File: src/rtl/sdio_cmd_capture_if.sv
// SDIO CMD capture bus: raw SDIO line inputs plus the deframed command towards the ctrl block.
interface sdio_cmd_capture_if;
    logic        sd_en;
    logic        sd_clk;
    logic        cmd_i;
    logic [7:0]  cmd_o;
    logic [31:0] arg_o;
    logic [6:0]  crc_o;
    logic        finsh_o;
    logic [7:0]  status;

    modport master (
        output sd_en, sd_clk, cmd_i,
        input  cmd_o, arg_o, crc_o, finsh_o, status
    );

    modport slave (
        input  sd_en, sd_clk, cmd_i,
        output cmd_o, arg_o, crc_o, finsh_o, status
    );
endinterface

File: src/rtl/sdio_cmd_capture.sv
// Oversamples the SDIO CMD line in the system clock domain and deframes 48-bit host commands,
// checking CRC7 and the end bit, then strobes finsh_o with the captured fields.
module sdio_cmd_capture #(
    parameter int unsigned SYNC_STAGES = 2,
    parameter int unsigned CRC_CHECK   = 1
) (
    input  logic               clk,
    input  logic               rst,
    sdio_cmd_capture_if.slave  bus
);
    localparam int unsigned FRAME_W  = 48;
    localparam int unsigned CNT_W    = 6;
    localparam int unsigned CRC_W    = 7;
    localparam int unsigned FCNT_W   = 4;
    localparam int unsigned LAST_BIT = 47;
    localparam int unsigned CRC_LAST = 39;

    typedef enum logic [1:0] {
        ST_IDLE  = 2'd0,
        ST_SHIFT = 2'd1,
        ST_DONE  = 2'd2
    } state_e;

    logic [SYNC_STAGES-1:0] sclk_sync_q, sclk_sync_d;
    logic [SYNC_STAGES-1:0] cmd_sync_q,  cmd_sync_d;
    logic                   sclk_dly_q,  sclk_dly_d;

    state_e              state_q,     state_d;
    logic [FRAME_W-1:0]  shreg_q,     shreg_d;
    logic [CNT_W-1:0]    bitcnt_q,    bitcnt_d;
    logic [CRC_W-1:0]    crc_q,       crc_d;
    logic [7:0]          cmd_q,       cmd_d;
    logic [31:0]         arg_q,       arg_d;
    logic [CRC_W-1:0]    crc_rx_q,    crc_rx_d;
    logic                finsh_q,     finsh_d;
    logic                crc_err_q,   crc_err_d;
    logic                end_err_q,   end_err_d;
    logic                dir_q,       dir_d;
    logic                busy_q,      busy_d;
    logic [FCNT_W-1:0]   frame_cnt_q, frame_cnt_d;

    logic sd_rise_c;
    logic bit_c;

    // CRC7, polynomial x^7 + x^3 + 1, MSB-first serial update
    function automatic logic [CRC_W-1:0] crc7_step(input logic [CRC_W-1:0] c, input logic b);
        logic fb;
        fb = b ^ c[CRC_W-1];
        return {c[CRC_W-2:0], 1'b0} ^ (fb ? 7'h09 : 7'h00);
    endfunction

    always_comb begin
        sclk_sync_d = {sclk_sync_q[SYNC_STAGES-2:0], bus.sd_clk};
        cmd_sync_d  = {cmd_sync_q[SYNC_STAGES-2:0],  bus.cmd_i};
        sclk_dly_d  = sclk_sync_q[SYNC_STAGES-1];
        sd_rise_c   = sclk_sync_q[SYNC_STAGES-1] & ~sclk_dly_q;
        bit_c       = cmd_sync_q[SYNC_STAGES-1];
    end

    // Deframing FSM and output capture
    always_comb begin
        state_d     = state_q;
        shreg_d     = shreg_q;
        bitcnt_d    = bitcnt_q;
        crc_d       = crc_q;
        cmd_d       = cmd_q;
        arg_d       = arg_q;
        crc_rx_d    = crc_rx_q;
        finsh_d     = 1'b0;
        crc_err_d   = crc_err_q;
        end_err_d   = end_err_q;
        dir_d       = dir_q;
        frame_cnt_d = frame_cnt_q;

        unique case (state_q)
            ST_IDLE: begin
                if (sd_rise_c && !bit_c && bus.sd_en) begin
                    state_d  = ST_SHIFT;
                    shreg_d  = {(FRAME_W-1)'(0), bit_c};
                    bitcnt_d = CNT_W'(1);
                    crc_d    = crc7_step(CRC_W'(0), bit_c);
                end
            end
            ST_SHIFT: begin
                if (!bus.sd_en) begin
                    state_d  = ST_IDLE;
                    bitcnt_d = CNT_W'(0);
                end else if (sd_rise_c) begin
                    shreg_d  = {shreg_q[FRAME_W-2:0], bit_c};
                    bitcnt_d = bitcnt_q + CNT_W'(1);
                    if (bitcnt_q <= CNT_W'(CRC_LAST)) begin
                        crc_d = crc7_step(crc_q, bit_c);
                    end
                    // End bit arrives: latch fields so finsh_o and outputs appear together
                    if (bitcnt_q == CNT_W'(LAST_BIT)) begin
                        state_d     = ST_DONE;
                        bitcnt_d    = CNT_W'(0);
                        cmd_d       = shreg_d[47:40];
                        arg_d       = shreg_d[39:8];
                        crc_rx_d    = shreg_d[7:1];
                        crc_err_d   = 1'(CRC_CHECK) & (crc_q != shreg_d[7:1]);
                        end_err_d   = ~shreg_d[0];
                        dir_d       = shreg_d[46];
                        frame_cnt_d = frame_cnt_q + FCNT_W'(1);
                        finsh_d     = 1'b1;
                    end
                end
            end
            ST_DONE: begin
                state_d = ST_IDLE;
            end
            default: begin
                state_d = ST_IDLE;
            end
        endcase

        busy_d = (state_d != ST_IDLE);
    end

    always_ff @(posedge clk or posedge rst) begin
        if (rst) begin
            sclk_sync_q <= '0;
            cmd_sync_q  <= '0;
            sclk_dly_q  <= 1'b0;
            state_q     <= ST_IDLE;
            shreg_q     <= '0;
            bitcnt_q    <= '0;
            crc_q       <= '0;
            cmd_q       <= '0;
            arg_q       <= '0;
            crc_rx_q    <= '0;
            finsh_q     <= 1'b0;
            crc_err_q   <= 1'b0;
            end_err_q   <= 1'b0;
            dir_q       <= 1'b0;
            busy_q      <= 1'b0;
            frame_cnt_q <= '0;
        end else begin
            sclk_sync_q <= sclk_sync_d;
            cmd_sync_q  <= cmd_sync_d;
            sclk_dly_q  <= sclk_dly_d;
            state_q     <= state_d;
            shreg_q     <= shreg_d;
            bitcnt_q    <= bitcnt_d;
            crc_q       <= crc_d;
            cmd_q       <= cmd_d;
            arg_q       <= arg_d;
            crc_rx_q    <= crc_rx_d;
            finsh_q     <= finsh_d;
            crc_err_q   <= crc_err_d;
            end_err_q   <= end_err_d;
            dir_q       <= dir_d;
            busy_q      <= busy_d;
            frame_cnt_q <= frame_cnt_d;
        end
    end

    assign bus.cmd_o   = cmd_q;
    assign bus.arg_o   = arg_q;
    assign bus.crc_o   = crc_rx_q;
    assign bus.finsh_o = finsh_q;
    assign bus.status  = {frame_cnt_q, busy_q, dir_q, end_err_q, crc_err_q};

endmodule

File: src/flat_wrapper.sv
// flat-port wrapper written by rule: the top's interface ports become plain ports
module sdio_cmd_capture_flat 
#(
    parameter int unsigned SYNC_STAGES = 2,
    parameter int unsigned CRC_CHECK   = 1
)
  (clk, rst, bus_sd_en, bus_sd_clk, bus_cmd_i, bus_cmd_o, bus_arg_o, bus_crc_o, bus_finsh_o, bus_status);
  sdio_cmd_capture_if bus_i ();
  input  logic clk;
  input  logic rst;
  input wire logic [$bits(bus_i.sd_en)-1:0] bus_sd_en;
  input wire logic [$bits(bus_i.sd_clk)-1:0] bus_sd_clk;
  input wire logic [$bits(bus_i.cmd_i)-1:0] bus_cmd_i;
  output wire logic [$bits(bus_i.cmd_o)-1:0] bus_cmd_o;
  output wire logic [$bits(bus_i.arg_o)-1:0] bus_arg_o;
  output wire logic [$bits(bus_i.crc_o)-1:0] bus_crc_o;
  output wire logic [$bits(bus_i.finsh_o)-1:0] bus_finsh_o;
  output wire logic [$bits(bus_i.status)-1:0] bus_status;
  assign bus_i.sd_en = bus_sd_en;
  assign bus_i.sd_clk = bus_sd_clk;
  assign bus_i.cmd_i = bus_cmd_i;
  assign bus_cmd_o = bus_i.cmd_o;
  assign bus_arg_o = bus_i.arg_o;
  assign bus_crc_o = bus_i.crc_o;
  assign bus_finsh_o = bus_i.finsh_o;
  assign bus_status = bus_i.status;
  sdio_cmd_capture #(.SYNC_STAGES(SYNC_STAGES), .CRC_CHECK(CRC_CHECK)) u_core (.clk(clk), .rst(rst), .bus(bus_i));
endmodule
File: config.mk
export PLATFORM = sky130hd
export DESIGN_NAME = sdio_cmd_capture_flat
export DESIGN_NICKNAME = d
export VERILOG_FILES = /design/src/rtl/sdio_cmd_capture_if.sv /design/src/rtl/sdio_cmd_capture.sv /design/src/flat_wrapper.sv
export SDC_FILE = /design/constraint.sdc
export NUM_CORES = 1
export LEC_CHECK = 0
export BUFFER_PORTS_ARGS = -buffer_cell sky130_fd_sc_hd__buf_2
export CORE_MARGIN = 2
export CORE_UTILIZATION = 30
export DETAILED_ROUTE_END_ITERATION = 12
export PLACE_DENSITY = 0.5
export SLEW_MARGIN = 25
export SYNTH_ARGS = -nofsm -noshare
export SYNTH_HDL_FRONTEND = slang
export SYNTH_SLANG_ARGS = --single-unit
File: constraint.sdc
create_clock -name clk -period 3.7 [get_ports clk]
set_input_delay 0.185 -clock clk [delete_from_list [all_inputs] [get_ports clk]]
set_output_delay 0.185 -clock clk [all_outputs]
set_load 0.05 [all_outputs]
Word level (Yosys, flattened, before mapping)

Cells that the tools add are included.
W data, S select, Z words.

Register bits after elaboration: 123
Bits in latches: 0
Bits in writable memories: 0
Bits in read-only memories: 0
Bits of input ports: 5
Output and inout port bits: 56
Word-level logic and storage cells: 67
Memories: 0

$add $sub $neg: 2
Multiply operators: 0
Divide/modulo/power cells: 0
Magnitude comparators: 1
Equal/unequal tests: 8
Shifts and indexed selects: 0
Mux-type cells: 25
Bitwise operators: 5
Reductions and logical operators: 10

Operator list:

| operator              | number |
|---|---|
| $mux W47              | 3 |
| $pmux W47 S2          | 1 |
| $mux W7               | 4 |
| $mux W6               | 4 |
| $pmux W7 S2           | 1 |
| $pmux W6 S2           | 1 |
| $mux W2               | 4 |
| $mux W4               | 2 |
| $reduce_and A4 Y1     | 2 |
| $ne A7 B7 Y1          | 1 |
| $xor A7 B7 Y7         | 1 |
| $add A6 B1 Y6 const B | 1 |
| $eq A6 B6 Y1 const B  | 1 |
| $le A6 B6 Y1 const B  | 1 |
| $ne A2 B1 Y1 const B  | 3 |
| $reduce_and A5 Y1     | 1 |
| $add A4 B1 Y4 const B | 1 |
| $mux W1               | 4 |
| $pmux W2 S2           | 1 |
| $reduce_bool A2 Y1    | 2 |
| $ne A3 B2 Y1 const B  | 1 |
| $reduce_and A3 Y1     | 1 |
| $eq A2 B1 Y1 const B  | 1 |
| $logic_and A1 B1 Y1   | 2 |
| other kinds (6)       | 7 |

Longest topological paths before layout

Gate-level depths: netlist (run 1).

Depth after elaboration: 7
Gate-level depth with buffers: 7
Depth with buffers taken out: 5

Worst setup path after synthesis (run 1)

No wires, ideal clock.

Path kind: register to register
Start point: register u_core.bitcnt_q[0]
End point: register u_core.arg_q[11], in the netlist u_core.bus.arg_o[11]
Setup time: 0.125 ns
Arrival time: 1.535 ns
Data required time: 3.575 ns
Path slack: 2.040 ns
Cell stages (with the launch flop): 7
Buffers on the path: 2
Clock period less this slack: 1.660 ns
Cells stage by stage: dfrtp_1 ha_1 and4b_1 nand4_2 buf_6 buf_6 mux2_4

Word-level cells in the longest chain between the ends: 2

Ends and longest elaborated chain:

| what                        | RTL line                | RTL |
|---|---|---|
| start: declaration          | sdio_cmd_capture.sv:30  | `logic [CNT_W-1:0] bitcnt_q, bitcnt_d;` |
| start signal: assignment    | sdio_cmd_capture.sv:144 | `bitcnt_q <= bitcnt_d;` |
| $eq A6 B6 Y1                | sdio_cmd_capture.sv:95  | `if (bitcnt_q == CNT_W'(LAST_BIT)) begin` |
| $reduce_and A4 Y1 (no line) | n/a                     |  |
| end signal: assignment      | sdio_cmd_capture.sv:147 | `arg_q <= arg_d;` |
| end: declaration            | sdio_cmd_capture.sv:33  | `logic [31:0] arg_q, arg_d;` |

No other way between the ends.
A chain may end at the register's enable or synchronous reset.

Worst setup path after layout (run 1)

Start point: register u_core.bitcnt_q[1]
End point: register u_core.arg_q[18], in the netlist u_core.bus.arg_o[18]

Same word-level chain as after synthesis.

==> results.yml, run 1 <==
timing:
  layout_setup_ws_ns: 1.20
  worstMarginPinSlew_ns: 0.929
  layout_worst_path_cycle_share_pct: 67.6
  timing.hold.ws_ns: 0.0912
  finalWorstPathRequiredPeriod_ns: 2.50
  max-slew-margin-rel_pct: 37.9
  fin_worst_skew_ns: 0.00589
  unrepaired_setup_endpoints_after_global_routing: "false"
  fmaxAchievable_ghz: 0.400
  finalSetupTns_ns: 0
  final_count_of_negative_setup_slack_endpoints: 0
  finalHoldViolCount: 0
  report.final.slew_viol_count: 0
power:
  leakage_nw: 3.05
  pwr_density_cell_nw_per_um2: 531
  vdd.ir_drop.worst_mv: 0.331
  total_power_mw: 3.28
logic_synthesis:
  ys.warnings.count: 0
  synthDistinctLibCells: 36
  synth.area.top_cells: "dfrtp_1, nand2_1, mux2_2"
  synth.yosys.seq_area_share_pct: 61.0
  cells_after_synthesis: 436
  yosys.cell_count.top_type: "dfrtp_1"
  synthesis.area_um2: 5010
  post_synth_most_frequent_cells: "dfrtp_1, nand2_1, o21ai_0"
  synthFlopType: "dfrtp_1"
  postSynthAreaPerCell_um2: 11.5
  synth_async_sr_flop_share_pct: 100
  synthDominantCellAreaShare_pct: 61.0
  synth_enable_flop_cells: 0
  synth-seq-cells: 122
  synth.net_count: 443
  synth_top_area_cell: "dfrtp_1"
place:
  routabilityCongestion: 0.731
  place_area_um2: 5480
  dp_hpwl_um: 6180
  portBuffers: 60
  dpl.cell_count: 692
  dp_worst_setup_slack_ns: 1.16
detailed_routing:
  avgViaCountPerCell: 4.42
  ant_nets: 0
  routed_wirelength_um: 9630
  detail_route.iter0.violations: 146
  detail_route.first_pass.iterations: 4
  detailroute.via_count: 3211
  detail_route.wl_per_cell_um: 13.2
  drcViolationCount: 0
setup_path:
  critPathArrivalTime_ns: 2.80
  cp_max_fo: 34
  setup.worst_path.class: "flop to flop"
  worst_setup_path_start_kind: "flop"
  required_ns: 4.00
  worst_case_reg_to_reg_path_depth: 5
  critical_path.startpoint: "u_core.bitcnt_q[1]$_DFFE_PP0P_"
  timing.rr.start: "u_core.bitcnt_q[1]$_DFFE_PP0P_"
  cp_capture_type: "flop"
cts:
  clock_tree.buffer_depth: 2
  h-tree-depth: 4
  clk_latency_ns: 0.41
  clk_pin_slew_worst_paths_ns: 0.06
  cts_inserted_buffers: 17
  cts_setup_buffers: 0
  clkSinkCount: 122
  cts_tree: "yes"
  clockRootBuffer: "clkbuf_16"
finish:
  layout.nets: 501
  antenna_cells_inserted: 0
  post-route-cell-area_um2: 6170
  layout.core_utilization_pct: 37.5
  final_layout_size_suffix_gt1_share_pct: 30.0
  flow.area_growth_from_synthesis_pct: 23.3
  post_layout_nonfiller_instances: 727
global_routing:
  via_count_of_the_first_global_routing_pass: 3241
  grt_util_all_layers_pct: 11.7
  grt_first_pass_wirelength_um: 16100
  number_of_antenna_violations_at_the_first_check_in_global_routing: 0
  grt_overflow: 0
  grt_start_max_net_pins: 85
die:
  num_rows: 47
  core-area_um2: 16500
  pin_count: 61
  initial_utilization_pct: 30.4
  die-width_um: 133
  dieHeight_um: 133
  dieArea_um2: 17700
min_path:
  worst_hold_startpoint: "bus_sd_en"
  hold_depth: 3
  holdCritPathClass: "input port to flop"
flow_run:
  cap_violations: 0
outcome:
  outcome: "complete, no violations"
state kept, by name (all words and copies together) (netlist names):
name	flops
u_core.bus.arg_o	32
u_core.bus.crc_o	7
u_core.bitcnt_q	6
u_core.busy_q	1
u_core.bus.cmd_o	8
u_core.cmd_sync_q	2
u_core.sclk_dly_q	1
u_core.crc_err_q	1
u_core.frame_cnt_q	4
u_core.bus.finsh_o	1
u_core.shreg_q	47
u_core.crc_q	7
u_core.end_err_q	1
u_core.state_q	2
u_core.sclk_sync_q	2
worst paths after layout:
| check | slack (ns) | endpoint |
|---|---|---|
| min in group asynchronous | 0.45 | u_core.shreg_q[24]$_DFFE_PP0P_ |
| max in group asynchronous | 2.46 | u_core.shreg_q[30]$_DFFE_PP0P_ |
| max | 1.20 | u_core.bus.arg_o[18]$_DFFE_PP0P_ |
| min reg2reg | 0.35 | u_core.sclk_sync_q[1]$_DFF_PP0_ |
| min | 0.09 | u_core.state_q[0]$_DFF_PP0_ |
| max reg2reg | 1.20 | u_core.bus.arg_o[18]$_DFFE_PP0P_ |
what timing repair did:
action                                 in CTS  in global routing
resized for setup                           0                  0
endpoints found under the hold margin       2                 43
hold buffers                                2                  1
per-layer routing:
layer	up-vias	routed length, um	GRT usage, %
met4	0	186	5.50
met5	-	0	0
met3	14	449	4.15
met2	62	4470	18.0
li1	1562	-	-
met1	1573	4520	14.7
cell usage in the layout (no fill, tap or decap), drive strengths merged:
master,Yosys,layout
and3b,1,1
ha,2,2
dlygate4sd3,0,3
bufinv,0,5
inv,7,8
nand4,2,2
a22o,1,1
and4bb,1,1
nor2,9,9
and4,1,1
clkbuf,12,18
o21ai,62,62
mux2,49,49
o31ai,1,1
nand2b,5,5
a21oi,2,2
buf,17,65
nor4,1,1
xor2,6,6
clkinvlp,0,5
o41ai,1,1
a311oi,1,1
and4b,1,1
nor2b,2,2
nand3b,1,1
o311ai,1,1
a211oi,2,2
clkinv,0,3
nand2,114,114
dfrtp,122,122
and2,1,1
and3,1,1
a221o,1,1
xnor2,7,7
nand3,2,2
power breakdown:
group	total (mW)	internal, mW	switching, mW
clock network	1.82	1.21	0.604
registers	1.37	1.35	0.0160
logic	0.0957	0.0280	0.0677
total	3.28	2.59	0.688
worst max-delay path, stage by stage (launching register included):
cell     delay (ns)
dfrtp_1        0.39
ha_1           0.23
and4b_1        0.33
nand4_4        0.57
buf_4          0.50
mux2_4         0.33
kinds of logic (layout without fill, tap and decap cells):
kind of cell | after synthesis | count (layout) | share of synthesized area [%]
and+or+nand+nor | 142 | 142 | 12.0
DFF | 122 | 122 | 61.0
AOI/OAI and AO/OA | 72 | 72 | 7.89
muxes | 49 | 49 | 12.6
buffers and inverters | 36 | 107 | 3.80
xor gates and xnor gates | 13 | 13 | 2.27
adders and majority gates | 2 | 2 | 0.500
final cells by class:
| class | instances | area, um2 |
|---|---|---|
| Sequential cell | 122 | 3050 |
| Inverter | 7 | 31.3 |
| Clock inverter | 14 | 219 |
| Multi-Input combinational cell | 278 | 1790 |
| Tap cell | 220 | 275 |
| Clock buffer | 18 | 439 |
| Timing Repair Buffer | 68 | 368 |
| Fill cell | 1646 | 10300 |
(Power assumes the default switching activity.)
==> run 2: changes to the inputs <==
- PLACE_DENSITY: 0.5 -> 0.49
- clock period: 3.7 -> 2.5 ns (I/O delays scaled with it)
==> results.yml, run 2 (synthesis results as in run 1) <==
timing:
  max-slew-margin-rel_pct: 46.0
  final_count_of_negative_setup_slack_endpoints: 0
  unrepaired_setup_endpoints_after_global_routing: "false"
  layout_worst_path_cycle_share_pct: 72.7
  layout_setup_ws_ns: 0.682
  finalHoldViolCount: 0
  fmaxAchievable_ghz: 0.550
  finalSetupTns_ns: 0
  report.final.slew_viol_count: 0
  worstMarginPinSlew_ns: 0.809
  finalWorstPathRequiredPeriod_ns: 1.82
  fin_worst_skew_ns: 0.00444
die:
  core-area_um2: 16500
  die-width_um: 133
  num_rows: 47
  initial_utilization_pct: 30.4
  dieArea_um2: 17700
  dieHeight_um: 133
  pin_count: 61
cts:
  clkSinkCount: 122
  cts_tree: "yes"
  clk_latency_ns: 0.42
  clock_tree.buffer_depth: 2
  clockRootBuffer: "clkbuf_16"
  cts_inserted_buffers: 17
  post_cts_resized: 0
  clk_pin_slew_worst_paths_ns: 0.05
  h-tree-depth: 4
global_routing:
  number_of_antenna_violations_at_the_first_check_in_global_routing: 0
  via_count_of_the_first_global_routing_pass: 3282
  grt_first_pass_wirelength_um: 17000
  grt_overflow: 0
  grt_start_max_net_pins: 61
  grt_util_all_layers_pct: 12.4
finish:
  flow.area_growth_from_synthesis_pct: 22.5
  antenna_cells_inserted: 0
  layout.nets: 503
  regArea_um2: 3050
  post-route-cell-area_um2: 6130
  fill_cells: 1648
  largest_register: "u_core.shreg_q"
  mostFrequentLayoutCells: "dfrtp_1, nand2_1, o21ai_0"
  final_layout_size_suffix_gt1_share_pct: 29.9
  layout.core_utilization_pct: 37.2
  mostFrequentLayoutCell: "dfrtp_1"
  combined_area_of_the_multi_input_logic_cells_um2: 1780
  flip_flop_count_of_the_largest_register_after_layout: 47
setup_path:
  timing.rr.start: "u_core.state_q[1]$_DFF_PP0_"
  worst_setup_path_start_kind: "flop"
  critPathArrivalTime_ns: 2.10
  r2r_slack_ns: 0.68
  cp_capture_type: "flop"
  r2r-end: "u_core.shreg_q[12]$_DFFE_PP0P_"
  worst_case_reg_to_reg_path_depth: 5
  cp_max_fo: 32
  required_ns: 2.79
  setup.worst_path.class: "flop to flop"
flow_run:
  cap_violations: 0
detailed_routing:
  detailroute.via_count: 3232
  ant_nets: 0
  avgViaCountPerCell: 4.44
  detail_route.iter0.violations: 141
  routed_wirelength_um: 9760
  drcViolationCount: 0
  detail_route.wl_per_cell_um: 13.4
  detail_route.first_pass.iterations: 6
place:
  dp_hpwl_um: 6350
  place_area_um2: 5560
  routabilityCongestion: 0.704
  dp_worst_setup_slack_ns: 0.689
  portBuffers: 60
min_path:
  worst_hold_startpoint: "bus_sd_en"
  hold_depth: 3
  holdCritPathClass: "input port to flop"
  min_to: "u_core.state_q[0]$_DFF_PP0_"
outcome:
  outcome: "complete, no violations"
power:
  vdd.ir_drop.worst_mv: 0.515
  leakage_nw: 3.05
  pwr_density_cell_nw_per_um2: 724
-- run 2: cell count changes in the layout (fill, tap and decap cells not counted), sizes merged --
cell,delta
clkbuf,+3
inv,-2
clkinv,+6
bufinv,-4
buf,+2
clkinvlp,-4
-- run 2: area by class of cell --
cell class | count | share of cell area, %
Clock inverter | 10 | 1.22
Sequential cell | 122 | 49.8
Tap cell | 220 | 4.49
Inverter | 7 | 0.490
Clock buffer | 21 | 7.67
Multi-Input combinational cell | 278 | 29.1
Timing Repair Buffer | 70 | 7.26
-- run 2: how the worst max path moves through the flow --
stage | startpoint | endpoint | slack (ns)
global route | u_core.state_q[1]$_DFF_PP0_ | u_core.shreg_q[7]$_DFFE_PP0P_ | 0.53
floorplan | u_core.bitcnt_q[0]$_DFFE_PP0P_ | u_core.bus.arg_o[11]$_DFFE_PP0P_ | 0.84
detailed placement | u_core.state_q[1]$_DFF_PP0_ | u_core.shreg_q[12]$_DFFE_PP0P_ | 0.69
finish | u_core.state_q[1]$_DFF_PP0_ | u_core.shreg_q[12]$_DFFE_PP0P_ | 0.68
CTS | u_core.state_q[1]$_DFF_PP0_ | u_core.shreg_q[12]$_DFFE_PP0P_ | 0.67
global placement | u_core.state_q[1]$_DFF_PP0_ | u_core.shreg_q[12]$_DFFE_PP0P_ | 0.73
-- run 2: worst max-delay path, stage by stage (launching register included) --
cell and delay [ns]:
dfrtp_1 0.45, and4bb_2 0.37, nand2_2 0.35, buf_4 0.36, nand2_1 0.08, o21ai_0 0.08
-- run 2: report_power, final --
| part | total (mW) | switching (mW) | internal, mW |
|---|---|---|---|
| sequential | 2.02 | 0.0244 | 2.00 |
| clock | 2.26 | 0.843 | 1.42 |
| combinational | 0.153 | 0.103 | 0.0493 |
-- run 2: per-stage QoR --
| stage | hold slack, ns | std cells | total power, mW |
|---|---|---|---|
| floorplan | 0.156 | 436 | 2.16 |
| finish | 0.0265 | 728 | 4.44 |
| global route | 0.0252 | 728 | 4.63 |
| global placement | 0.238 | 694 | 2.21 |
| CTS | 0.0152 | 728 | 4.51 |
| detailed placement | 0.239 | 694 | 2.21 |
-- run 2: repair_timing --
item                      in CTS  in global routing
buffers inserted               0                  0
hold buffers                   3                  0
hold endpoints to repair      29                  0
-- run 2: layer usage --
| metal | vias to the layer above | share of wire, % | GRT usage [%] |
|---|---|---|---|
| li1 | 1572 | - | - |
| met1 | 1575 | 47 | 15.8 |
| met2 | 67 | 46 | 18.9 |
| met3 | 18 | 4.2 | 3.84 |
| met4 | 0 | 2.3 | 6.38 |
| met5 | - | 0 | 0 |
==> run 3: changes to the inputs <==
- clock period: 2.5 -> 1.7 ns (I/O delays scaled with it)
==> results.yml, run 3 (synthesis results as in run 1) <==
cts:
  h-tree-depth: 4
  clkSinkCount: 122
  clockRootBuffer: "clkbuf_16"
  clock_tree.buffer_depth: 2
  clk_pin_slew_worst_paths_ns: 0.05
  clk_latency_ns: 0.41
  cts_setup_buffers: 0
  cts_inserted_buffers: 17
  cts_tree: "yes"
detailed_routing:
  avgViaCountPerCell: 4.40
  detail_route.iter0.violations: 157
  detail_route.wl_per_cell_um: 13.2
  detail_route.first_pass.iterations: 4
  detailroute.via_count: 3248
  drcViolationCount: 0
  ant_nets: 0
  routed_wirelength_um: 9710
place:
  place_area_um2: 5670
  dp_worst_setup_slack_ns: 0.0465
  dp_hpwl_um: 6490
  dpl.cell_count: 707
  routabilityCongestion: 0.749
  portBuffers: 60
outcome:
  outcome: "complete, no violations"
global_routing:
  grt_start_max_net_pins: 65
  grt_util_all_layers_pct: 12.2
  via_count_of_the_first_global_routing_pass: 3322
  number_of_antenna_violations_at_the_first_check_in_global_routing: 0
  grt_overflow: 0
  grt_first_pass_wirelength_um: 16800
setup_path:
  worst_path_largest_cell_delay_ns: 0.38
  crit_path_cell_trace: "ha_2, and4b_2, nand4_4, buf_12, mux2_2"
  worst_setup_path_start_kind: "flop"
  cp_capture_type: "flop"
  critPathArrivalTime_ns: 1.93
  required_ns: 1.99
  critical_path.n_buffers_inverters: 1
  setup.worst_path.class: "flop to flop"
  crit_slowest_cell: "dfrtp_1"
  cp_max_fo: 25
  critical-path-top-delay-family: "flip-flops"
die:
  initial_utilization_pct: 30.4
  pin_count: 61
  die-width_um: 133
  dieHeight_um: 133
  dieArea_um2: 17700
  core-area_um2: 16500
  num_rows: 47
finish:
  layout.core_utilization_pct: 37.9
  mostFrequentLayoutCell: "dfrtp_1"
  flow.area_growth_from_synthesis_pct: 24.7
  mostFrequentLayoutCells: "dfrtp_1, nand2_1, o21ai_0"
  post_layout_nonfiller_instances: 738
  flip_flop_count_of_the_largest_register_after_layout: 47
  layout.nets: 517
  antenna_cells_inserted: 0
  largest_register: "u_core.shreg_q"
  final_layout_size_suffix_gt1_share_pct: 31.7
  post-route-cell-area_um2: 6240
power:
  total_power_mw: 6.42
  vdd.ir_drop.worst_mv: 0.682
  leakage_nw: 3.11
  pwr_density_cell_nw_per_um2: 1030
timing:
  unrepaired_setup_endpoints_after_global_routing: "true"
  timing.hold.ws_ns: 0.262
  final_count_of_negative_setup_slack_endpoints: 0
  finalSetupTns_ns: 0
  report.final.slew_viol_count: 0
  fin_worst_skew_ns: 0.00710
  layout_setup_ws_ns: 0.0546
  finalHoldViolCount: 0
  max-slew-margin-rel_pct: 65.2
  fmaxAchievable_ghz: 0.608
  worstMarginPinSlew_ns: 0.520
  finalWorstPathRequiredPeriod_ns: 1.65
  layout_worst_path_cycle_share_pct: 96.8
min_path:
  holdCritPathClass: "input port to asynchronous set/reset pin"
flow_run:
  cap_violations: 0
==> run 3: metal layers <==
metal,wire (um),part of all wire [%],vias to the layer above,track usage (%)
met3,386,4.0,13,4.38
met4,179,1.8,0,5.56
met2,4550,47,59,18.9
met5,0,0,-,0
met1,4600,47,1583,15.4
li1,-,-,1593,-
==> run 3: power breakdown <==
part | internal [mW] | total [mW] | switching, mW
Combinational | 0.0877 | 0.248 | 0.161
Clock | 2.04 | 3.20 | 1.16
Sequential | 2.94 | 2.97 | 0.0306
Total | 5.07 | 6.42 | 1.35
==> run 3: final cells by class <==
class                      count  area [um2]
clock inverter                 3        15.0
clock buffer                  24         512
tap                          220         275
sequential                   122        3050
timing repair buffer          84         569
inverter                       7        30.0
multi-input combinational    278        1790
fill                        1625       10200
==> run 3: worst min-delay path, cell delays in order <==
cell and delay [ns]:
dlygate4sd3_1 0.53, buf_2 0.13, clkinvlp_4 0.35
==> run 3: final timing paths <==
kind	startpoint	depth (start not counted)	endpoint	slack, ns
worst max-delay path	u_core.bitcnt_q[0]$_DFFE_PP0P_	5	u_core.bus.crc_o[3]$_DFFE_PP0P_	0.05
worst min-delay path	rst	3	u_core.shreg_q[36]$_DFFE_PP0P_	0.26
worst max register to register	u_core.bitcnt_q[0]$_DFFE_PP0P_	5	u_core.bus.crc_o[3]$_DFFE_PP0P_	0.05
worst min register to register	u_core.cmd_sync_q[0]$_DFF_PP0_	0	u_core.cmd_sync_q[1]$_DFF_PP0_	0.35
max in group asynchronous	rst	4	u_core.bus.arg_o[6]$_DFFE_PP0P_	0.84
min in group clk	bus_sd_clk	2	u_core.sclk_sync_q[0]$_DFF_PP0_	0.32
==> run 3: repair_timing <==
item / CTS / global route
gates resized for setup: 0 / 4
hold endpoints to repair: 21 / 0
hold buffers: 4 / 0
endpoints found under the setup margin: 0 / 18
